`src/rtl/byte_fifo_pkg.sv`:
```
// Shared constants for byte-stream blocks (SPI master, byte FIFO, UART).
package byte_fifo_pkg;

  localparam int BYTE_W         = 8;
  localparam int DEPTH_LOG2_DEF = 4;

  // Pointer width: one extra MSB acts as the wrap bit for full/empty.
  function automatic int ptr_w(input int depth_log2);
    return depth_log2 + 1;
  endfunction

endpackage

```
`src/rtl/byte_fifo_if.sv`:
```
// Put/full and get/empty handshake bundle shared by byte FIFOs and the SPI master.
interface byte_fifo_if
  import byte_fifo_pkg::*;
#(
  parameter int WIDTH = BYTE_W
);

  logic [WIDTH-1:0] in;
  logic             put;
  logic             full;
  logic [WIDTH-1:0] out;
  logic             get;
  logic             empty;

  modport master (output in, put, get, input  full, out, empty);
  modport slave  (input  in, put, get, output full, out, empty);

endinterface

```
`src/rtl/byte_fifo_ram.sv`:
```
// Simple dual-port register array: synchronous write, registered read.
// Array contents are never reset; only the read register is.
module byte_fifo_ram
  import byte_fifo_pkg::*;
#(
  parameter int WIDTH = BYTE_W,
  parameter int AW    = DEPTH_LOG2_DEF
) (
  input  logic             clock,
  input  logic             reset,
  input  logic             i_we,
  input  logic [AW-1:0]    i_waddr,
  input  logic [WIDTH-1:0] i_wdata,
  input  logic             i_re,
  input  logic [AW-1:0]    i_raddr,
  output logic [WIDTH-1:0] o_rdata
);

  logic [WIDTH-1:0] r_mem [2**AW];
  logic [WIDTH-1:0] r_rdata;

  // Write port: store the byte at the write address.
  always_ff @(posedge clock) begin
    if (i_we) r_mem[i_waddr] <= i_wdata;
  end

  // Read port: load on accepted read, hold otherwise.
  always_ff @(posedge clock or posedge reset) begin
    if (reset)     r_rdata <= '0;
    else if (i_re) r_rdata <= r_mem[i_raddr];
  end

  assign o_rdata = r_rdata;

endmodule

```
`src/rtl/byte_fifo.sv`:
```
// Synchronous byte FIFO with put/full write side and get/empty read side.
// Optional occupancy output enabled by defining BYTE_FIFO_LEVEL_EN.
module byte_fifo
  import byte_fifo_pkg::*;
#(
  parameter int WIDTH      = BYTE_W,
  parameter int DEPTH_LOG2 = DEPTH_LOG2_DEF
) (
  input  logic            clock,
  input  logic            reset,
  byte_fifo_if.slave      bus
`ifdef BYTE_FIFO_LEVEL_EN
  ,
  output logic [DEPTH_LOG2:0] level
`endif
);

  localparam int PW = ptr_w(DEPTH_LOG2);

  logic [PW-1:0] r_wptr;
  logic [PW-1:0] r_rptr;
  logic          w_empty;
  logic          w_full;
  logic          w_wr_en;
  logic          w_rd_en;

  // Flags come only from registered pointers, so put/get never reach them
  // combinationally; requests are qualified by start-of-cycle flags.
  assign w_empty = (r_wptr == r_rptr);
  assign w_full  = (r_wptr[PW-2:0] == r_rptr[PW-2:0]) &&
                   (r_wptr[PW-1] != r_rptr[PW-1]);
  assign w_wr_en = bus.put && !w_full;
  assign w_rd_en = bus.get && !w_empty;

  // Pointer advance on accepted requests; reset drops buffered bytes at once.
  always_ff @(posedge clock or posedge reset) begin
    if (reset) begin
      r_wptr <= '0;
      r_rptr <= '0;
    end else begin
      if (w_wr_en) r_wptr <= r_wptr + PW'(1);
      if (w_rd_en) r_rptr <= r_rptr + PW'(1);
    end
  end

  byte_fifo_ram #(
    .WIDTH (WIDTH),
    .AW    (DEPTH_LOG2)
  ) u_ram (
    .clock   (clock),
    .reset   (reset),
    .i_we    (w_wr_en),
    .i_waddr (r_wptr[PW-2:0]),
    .i_wdata (bus.in),
    .i_re    (w_rd_en),
    .i_raddr (r_rptr[PW-2:0]),
    .o_rdata (bus.out)
  );

  assign bus.empty = w_empty;
  assign bus.full  = w_full;

`ifdef BYTE_FIFO_LEVEL_EN
  assign level = r_wptr - r_rptr;
`endif

endmodule
```
`src/flat_wrapper.sv`:
```
// flat-port wrapper written by rule: the top's interface ports become plain ports
module byte_fifo_flat import byte_fifo_pkg::*;
#(
  parameter int WIDTH      = BYTE_W,
  parameter int DEPTH_LOG2 = DEPTH_LOG2_DEF
)
  (clock, reset, bus_in, bus_put, bus_get, bus_full, bus_out, bus_empty);
  byte_fifo_if #(.WIDTH(WIDTH)) bus_i ();
  input  logic clock;
  input  logic reset;
  input wire logic [$bits(bus_i.in)-1:0] bus_in;
  input wire logic [$bits(bus_i.put)-1:0] bus_put;
  input wire logic [$bits(bus_i.get)-1:0] bus_get;
  output wire logic [$bits(bus_i.full)-1:0] bus_full;
  output wire logic [$bits(bus_i.out)-1:0] bus_out;
  output wire logic [$bits(bus_i.empty)-1:0] bus_empty;
  assign bus_i.in = bus_in;
  assign bus_i.put = bus_put;
  assign bus_i.get = bus_get;
  assign bus_full = bus_i.full;
  assign bus_out = bus_i.out;
  assign bus_empty = bus_i.empty;
  byte_fifo #(.WIDTH(WIDTH), .DEPTH_LOG2(DEPTH_LOG2)) u_core (.clock(clock), .reset(reset), .bus(bus_i));
endmodule
```
`config.mk`:
```
export PLATFORM = sky130hd
export DESIGN_NAME = byte_fifo_flat
export DESIGN_NICKNAME = d
export VERILOG_FILES = /design/src/rtl/byte_fifo_pkg.sv /design/src/rtl/byte_fifo_if.sv /design/src/rtl/byte_fifo_ram.sv /design/src/rtl/byte_fifo.sv /design/src/flat_wrapper.sv
export SDC_FILE = /design/constraint.sdc
export NUM_CORES = 1
export LEC_CHECK = 0
export BUFFER_PORTS_ARGS = -buffer_cell sky130_fd_sc_hd__buf_4
export CAP_MARGIN = 20
export CORE_ASPECT_RATIO = 1.25
export CORE_MARGIN = 4
export CORE_UTILIZATION = 45
export DETAILED_ROUTE_END_ITERATION = 6
export PLACE_DENSITY = 0.73
export REMOVE_ABC_BUFFERS = 1
export SETUP_SLACK_MARGIN = 0.3
export SYNTH_ARGS = -nofsm -noshare
export SYNTH_HDL_FRONTEND = slang
export SYNTH_SLANG_ARGS = --single-unit
```
`constraint.sdc`:
```
create_clock -name clock -period 2.39 [get_ports clock]
set_clock_uncertainty 0.2 [all_clocks]
set_input_delay 0.1195 -clock clock [delete_from_list [all_inputs] [get_ports clock]]
set_output_delay 0.1195 -clock clock [all_outputs]
set_load 0.03 [all_outputs]
```
==> results.md, run 1 <==
* Leak at 2.62 nW
* Max-slew violations at 0
* FP Rows at 46
* H-tree depth at 4
* TritonCTS Buffers at 17
* Clock sinks at around 150
* Synth warn at 0
* Dpl hpwl at 7.61 mm
* Vias/cell at 5.64
* Placed insts at between 400 and 500
* Deepest clock path buffer count at 2
* Comb pwr share at 34.6%
* Largest net degree at the start of global routing at 44
* Worst r2r src: u_core.r_rptr[1]
* Cells taking the most area after synthesis: edfxtp_1, dfrtp_1, mux4_1
* Power share of the clock group at 30.2%
* Crit path DAT at 2.38 ns
* Outcome: finished, final reports clean
* Net Switching at 2.92 mW
* Crit start category: register
* Pint at 6.71 mW
* ANT nets after route at 0
* Final setup viols at 0
* Switching share of power at 30.3%
* Synth-to-layout area growth at 22.9%
* Via count of the routed design at 3,042
* Post-synthesis instance total at 302
* Die X at 111 um
* Fraction of layout cells with a size suffix above 1 at 37.2%
* Initial DRC count at 205
* Drc violations at 0
* Final hold viol count at 0
* Worst Path Required at 2.49 ns
* Count leader, synth: edfxtp_1
* Vias in the first global route at roughly 3,200
* Worst setup EP type: register
* Worst vdd ir at 0.962 mV
* Number of antenna violations at the first check in global routing at 0
* Top cells by count, synth: edfxtp_1, dfrtp_1, mux2_2
* Ant. Diodes at 0
* Part of the Yosys area used for sequential elements at between 70% and 80%
* Fin crit share at 95.4%
* Core ar. at approximately 13,000 sq um
* PortBufs at 21
* Slowest stage delay, CP at 0.55 ns
* Number of nets in the layout at 375
* Reg2Reg Depth at 5
* CTS tree: built
* Crit Path Max Fanout at 7
* Min-delay worst type: in2async
* Top cell type's share of synthesized area at between 60 and 70%
* CTS root buf: clkbuf_16
* Starting Density at 46.4%
* Ys flop type: edfxtp_1
* Flop pwr share at 35.2%
* TritonRoute pass-1 iters at 5
* RSZ-0062 raised after global routing: true
* Synth async-reset ratio at 12.3%
* Reg2reg end: u_core.u_ram.o_rdata[0]
* GP Congestion at slightly below 0.8
* Post-Syn Area at 5960 sq um
* Total Power at between 9 and 10 mW
* Die ar. at 15,200 sq um
* Remaining Overflow, GRT at 0
* Final Non-Filler Cells at 539
* Worst slew pin tran at approximately 0.81 ns
* Register-to-register setup slack at 0.11 ns
* Worst path slowest cell: mux4_2
* Overall Global Routing Usage at 16.9%
* #FFs+latches synth at 146
* Synthesized area per cell at 19.7 sq um
* Total of max-cap violations at 0
* Min cycle time layout at 2.28 ns
* Most numerous cell on the critical path: mux2_4
* Later-pin clock latency in the skew report at 0.41 ns
* Max Fclk at ~440 MHz
* Clock-pin slew on the worst setup and hold paths at 0.06 ns
* Synth area leader: edfxtp_1
* Crit path kind: reg2reg
* Chip height at approximately 140 um
* EDFF count, synth at 128
* Worst path cell trace: clkbuf_16, mux4_2, mux2_4, a22o_1, mux2_4
* Routed len/inst at 22.9 um
* Synth unique cells at 28
* First-pass GRT wire length at between 15 and 20 mm
* IO Pins at 22
* Routed WL at 12.4 mm
* PwrDens at about 1300 nW/um^2
* Slew Limit Headroom at 45.9%
[sequential cells by signal, summed over array words and instances, names as in the netlist]
register,count
u_core.r_rptr,5
u_core.r_wptr,5
u_core.u_ram.o_rdata,8
u_core.u_ram.r_mem,128
[area by class of cell]
| cell class | instances | area [sq um] |
|---|---|---|
| clock buffer | 17 | 425 |
| clock inverter | 15 | 230 |
| fill | 930 | 5510 |
| inverter | 4 | 15.0 |
| multi-input combinational | 136 | 1640 |
| sequential | 146 | 4300 |
| tap | 168 | 210 |
| timing repair buffer | 53 | 507 |
[repair_timing]
action                                 4_1_cts  5_1_grt
buffers inserted                             1        4
hold buffers                                11        0
gates resized for setup                     27       27
setup endpoints to repair                  130       43
gates cloned                                 0        1
endpoints found under the hold margin      153        0
pin swaps                                    1        7
[cells by family after synthesis]
kind of cell	count (synthesis)	synth area share [%]
muxes	58	16.0
xor gates and xnor gates	14	2.06
DFF	146	72.0
adders and majority gates	5	1.05
buffers and inverters	20	1.70
and+or+nand+nor	35	3.59
AOI/OAI and AO/OA	24	3.53
[power groups by stage]
| stage | combinational, mW | sequential, mW | clock (mW) |
|---|---|---|---|
| floorplan | 1.54 | 3.75 | 0 |
| global placement | 2.84 | 3.40 | 0 |
| detailed placement | 2.89 | 3.41 | 0 |
| CTS | 3.03 | 3.37 | 2.93 |
| global route | 3.56 | 3.42 | 3.05 |
| finish | 3.34 | 3.39 | 2.91 |
[routing by layer]
metal  GRT usage, %  vias to the layer above  routed length (um)  share of wire, %
met3           3.85                       21                 640               5.2
met1           21.3                     1588                5120                41
met5              0                        -                   0                 0
met2           28.2                       98                6300                51
li1               -                     1335                   -                 -
met4           7.67                        0                 299               2.4
[cell usage in the layout, fill, tap and decap left out, drive strengths merged, types with 3 or more instances in the layout]
cell,Yosys,layout
edfxtp,128,128
buf,13,41
mux4,24,24
clkbuf,3,18
dfrtp,18,18
mux2,18,18
mux2i,16,16
and3,15,15
xnor2,13,13
dlygate4sd3,0,11
a221oi,8,8
a22o,8,8
nand2b,8,8
inv,4,8
o211ai,5,5
ha,5,5
bufinv,0,5
nor2b,5,5
nor2,4,4
clkinvlp,0,3
clkinv,0,3
[worst max-delay path, delay by kind of cell, from the launching register on]
family,cells,cell delay [ns]
compound gates,1,0.21
buf+inv,1,0.20
flops,1,0.45
mux,3,1.11
[worst max-delay path by stage]
stage                                start  slack, ns                        end  cells after the start
after floorplan           u_core.r_rptr[2]      -0.67   u_core.u_ram.r_mem[3][0]                      4
after global placement    u_core.r_rptr[4]       0.05  u_core.u_ram.r_mem[11][5]                      4
after detailed placement  u_core.r_rptr[4]     -0.004  u_core.u_ram.r_mem[11][5]                      4
after CTS                 u_core.r_rptr[1]       0.09    u_core.u_ram.o_rdata[5]                      5
after global routing      u_core.r_rptr[1]       0.09    u_core.u_ram.o_rdata[1]                      6
final                     u_core.r_rptr[1]       0.11    u_core.u_ram.o_rdata[0]                      5
[per-stage QoR]
| stage | instance area [sq um] | worst slack, ns | util, % | hold slack [ns] | TNS [ns] |
|---|---|---|---|---|---|
| 2_1_floorplan | 5870 | -0.673 | - | -0.142 | -63.92 |
| 3_3_place_gp | 6380 | 0.0478 | 49.7 | 0.121 | 0 |
| 3_5_place_dp | 6380 | -0.00387 | 49.7 | 0.110 | -0.0271 |
| 4_1_cts | 7190 | 0.0879 | 56.0 | 0.225 | 0 |
| 5_1_grt | 7320 | 0.0946 | 57.1 | 0.282 | 0 |
| 6_report | 7320 | 0.109 | 57.1 | 0.222 | 0 |
No activity file was read; power rests on OpenSTA's default activity.
==> run 2: changes to the inputs <==
--- a/config.mk
+++ b/config.mk
@@ -8,10 +8,10 @@
 export BUFFER_PORTS_ARGS = -buffer_cell sky130_fd_sc_hd__buf_4
 export CAP_MARGIN = 20
 export CORE_ASPECT_RATIO = 1.25
-export CORE_MARGIN = 4
 export CORE_UTILIZATION = 45
 export DETAILED_ROUTE_END_ITERATION = 6
-export PLACE_DENSITY = 0.73
+export MAX_ROUTING_LAYER = met4
+export PLACE_DENSITY = 0.71
 export REMOVE_ABC_BUFFERS = 1
 export SETUP_SLACK_MARGIN = 0.3
 export SYNTH_ARGS = -nofsm -noshare
==> constraint.sdc (replaced) <==
create_clock -name clock -period 2.3 [get_ports clock]
set_clock_uncertainty 0.2 [all_clocks]
set_input_delay 0.115 -clock clock [delete_from_list [all_inputs] [get_ports clock]]
set_output_delay 0.115 -clock clock [all_outputs]
set_load 0.03 [all_outputs]
==> run 2 against run 1 <==
Maximum frequency fell by 1.9%; largest cell class unchanged; utilization rose by 2.0 points; global-route usage rose by 3.0 points; sequential share of layout area fell by 1.8 points; the run now ends with negative setup slack left; worst hold slack improved by 0.022 ns; power rose by 4.4%; first-iteration DRC count rose by 19%; die area fell by 9.6%; non-clock buffer count rose by 17.
==> results.md, run 2 (same netlist as run 1, synthesis figures left out) <==
* Worst r2r src: u_core.r_rptr[1]
* Total of max-cap violations at 0 (unchanged)
* Final hold viol count at 0 (unchanged)
* Leak at 2.69 nW (+2.9%)
* Crit path kind: reg2reg
* RSZ-0062 raised after global routing: true
* Crit path DAT at 2.42 ns (+0.04 ns)
* Min cycle time layout at 2.32 ns (+0.0438 ns)
* Die ar. at 13,700 sq um (-9.6%)
* Most frequent cells in the layout: edfxtp_1, buf_4, mux4_2
* Drc violations at 0 (unchanged)
* CP Capture Point: u_core.u_ram.o_rdata[1]
* Reg2Reg Depth at 6 (+1)
* Worst setup EP type: register
* Number of nets in the layout at 393 (+4.8%)
* Register-to-register setup slack at -0.02 ns (-0.13 ns)
* Overall Global Routing Usage at 19.9% (+3.0 points)
* Worst path slowest cell: mux4_2
* Setup ws final at -0.0246 ns (-0.134 ns)
* Dpl hpwl at 7.30 mm (-4.1%)
* Most common cell after layout, fill and taps aside: edfxtp_1
* Starting Density at 46.7% (+0.21 points)
* Routed len/inst at 23.3 um (+1.6%)
* Worst path depth at 6 (+1)
* WP buf/inv at 2 (+1)
* FP Rows at 46 (unchanged)
* Routed WL at 13.0 mm (+4.8%)
* Min-delay worst type: in2async
* Worst vdd ir at 0.710 mV (-26%)
* Outcome: complete, but fails checks
* Clock-pin slew on the worst setup and hold paths at 0.06 ns (about the same)
* Clock sinks at 146 (unchanged)
* Slowest stage delay, CP at 0.53 ns (-0.02 ns)
* Max reg flops at 128 (unchanged)
* Max-slew violations at 0 (unchanged)
* ANT nets after route at 0 (unchanged)
* Fin crit share at 101% (+5.6 points)
* First-pass GRT wire length at 18.8 mm (-0.73%)
* Deepest clock path buffer count at 2 (unchanged)
* Vias in the first global route at 3,170 (-0.41%)
* Crit Path Max Fanout at 5 (-2)
* PortBufs at 21 (unchanged)
* TritonCTS Buffers at 17 (unchanged)
* GP Congestion at 0.815 (+3.8%)
* Chip height at 131 um (-4.4%)
* Remaining Overflow, GRT at 0 (unchanged)
* Ant. Diodes at 0 (unchanged)
* Max Fclk at 430 MHz (-1.9%)
* Crit path max-delay family: multiplexers
* Total Power at 10.1 mW (+4.4%)
* Violated checks: negative setup slack
* Worst path cell trace: buf_12, buf_16, mux4_2, mux2_4, a22o_1, mux2_2
* Core ar. at 12,800 sq um (-0.45%)
* IO Pins at 22 (unchanged)
* PwrDens at 1330 nW/um^2 (+1.3%)
* Die X at 105 um (-5.4%)
* Hold WS at 0.243 ns (+0.0218 ns)
* Register with the most flip-flops: u_core.u_ram.r_mem
* Synth-to-layout area growth at 26.7%
* Initial DRC count at 244 (+19%)
* CTS root buf: clkbuf_16
* TritonRoute pass-1 iters at 4 (-1)
* Final setup viols at 1 (+1)
* Via count of the routed design at 3,119 (+2.5%)
* Worst slew pin tran at 0.852 ns (+0.0408 ns)
* Later-pin clock latency in the skew report at 0.41 ns (about the same)
* Largest net degree at the start of global routing at 37 (-16%)
* Worst Path Required at 2.40 ns (-0.09 ns)
* Reg2reg end: u_core.u_ram.o_rdata[1]
* Slew Limit Headroom at 43.1% (-2.7 points)
* Number of antenna violations at the first check in global routing at 0 (unchanged)
* Crit start category: register
* Vias/cell at 5.61 (-0.60%)
* Fraction of layout cells with a size suffix above 1 at 40.7% (+3.5 points)
* Crit path from: u_core.r_rptr[1]
* H-tree depth at 4 (unchanged)
* CTS tree: built
## run 2: how the worst min path moves through the flow
stage / slack [ns] / cells after the start / from / endpoint
4_1_cts: 0.24 / 3 / reset / u_core.u_ram.o_rdata[7]
3_5_place_dp: 0.12 / 2 / reset / u_core.u_ram.o_rdata[7]
3_3_place_gp: 0.11 / 2 / reset / u_core.u_ram.o_rdata[7]
6_report: 0.24 / 3 / reset / u_core.r_rptr[4]
5_1_grt: 0.31 / 3 / reset / u_core.r_wptr[4]
2_1_floorplan: -0.15 / 1 / reset / u_core.r_rptr[0]
## run 2: worst register-to-register path, delay by kind of cell (launching register included)
family          cells  cell delay (ns)
mux                 3             1.09
buf+inv             2             0.28
flops               1             0.39
compound gates      1             0.24
## run 2: layout make-up
class | instances | area [sq um]
Multi-Input combinational cell | 137 | 1750
Timing Repair Buffer | 70 | 746
Inverter | 4 | 20.0
Tap cell | 168 | 210
Fill cell | 907 | 5230
Sequential cell | 146 | 4300
Clock inverter | 13 | 96.3
Clock buffer | 18 | 429
## run 2: through the flow
stage | setup TNS, ns | setup slack (ns) | cell area [sq um] | utilization (%) | std cells
after floorplan | -77.23 | -0.763 | 5870 | - | 286
after global placement | 0 | 0.0296 | 6410 | 50.2 | 494
after detailed placement | 0 | 0.0150 | 6410 | 50.2 | 494
after CTS | 0 | 0.0602 | 7370 | 57.6 | 551
after global routing | -0.0397 | -0.0394 | 7550 | 59.1 | 556
final | -0.0246 | -0.0246 | 7550 | 59.1 | 556
## run 2: where the power goes
part / internal (mW) / leakage [nW] / switching [mW] / total, mW
sequential: 3.30 / 1.36 / 0.239 / 3.54
clock: 1.46 / 0.261 / 1.01 / 2.47
combinational: 2.13 / 1.07 / 1.92 / 4.05
## run 2: repair_timing
item | CTS | global route
hold buffers | 11 | 0
hold endpoints to repair | 153 | 0
setup endpoints to repair | 139 | 99
pin swaps | 10 | 5
gates resized for setup | 65 | 27
cloned | 3 | 2
setup buffers | 12 | 3
## run 2: routing by layer
| layer | wire length [um] | vias up | track usage, % |
|---|---|---|---|
| met1 | 5170 | 1609 | 24.3 |
| met3 | 679 | 10 | 4.12 |
| met4 | 201 | 0 | 8.29 |
| met5 | 0 | - | - |
| li1 | - | 1374 | - |
| met2 | 6910 | 126 | 32.6 |
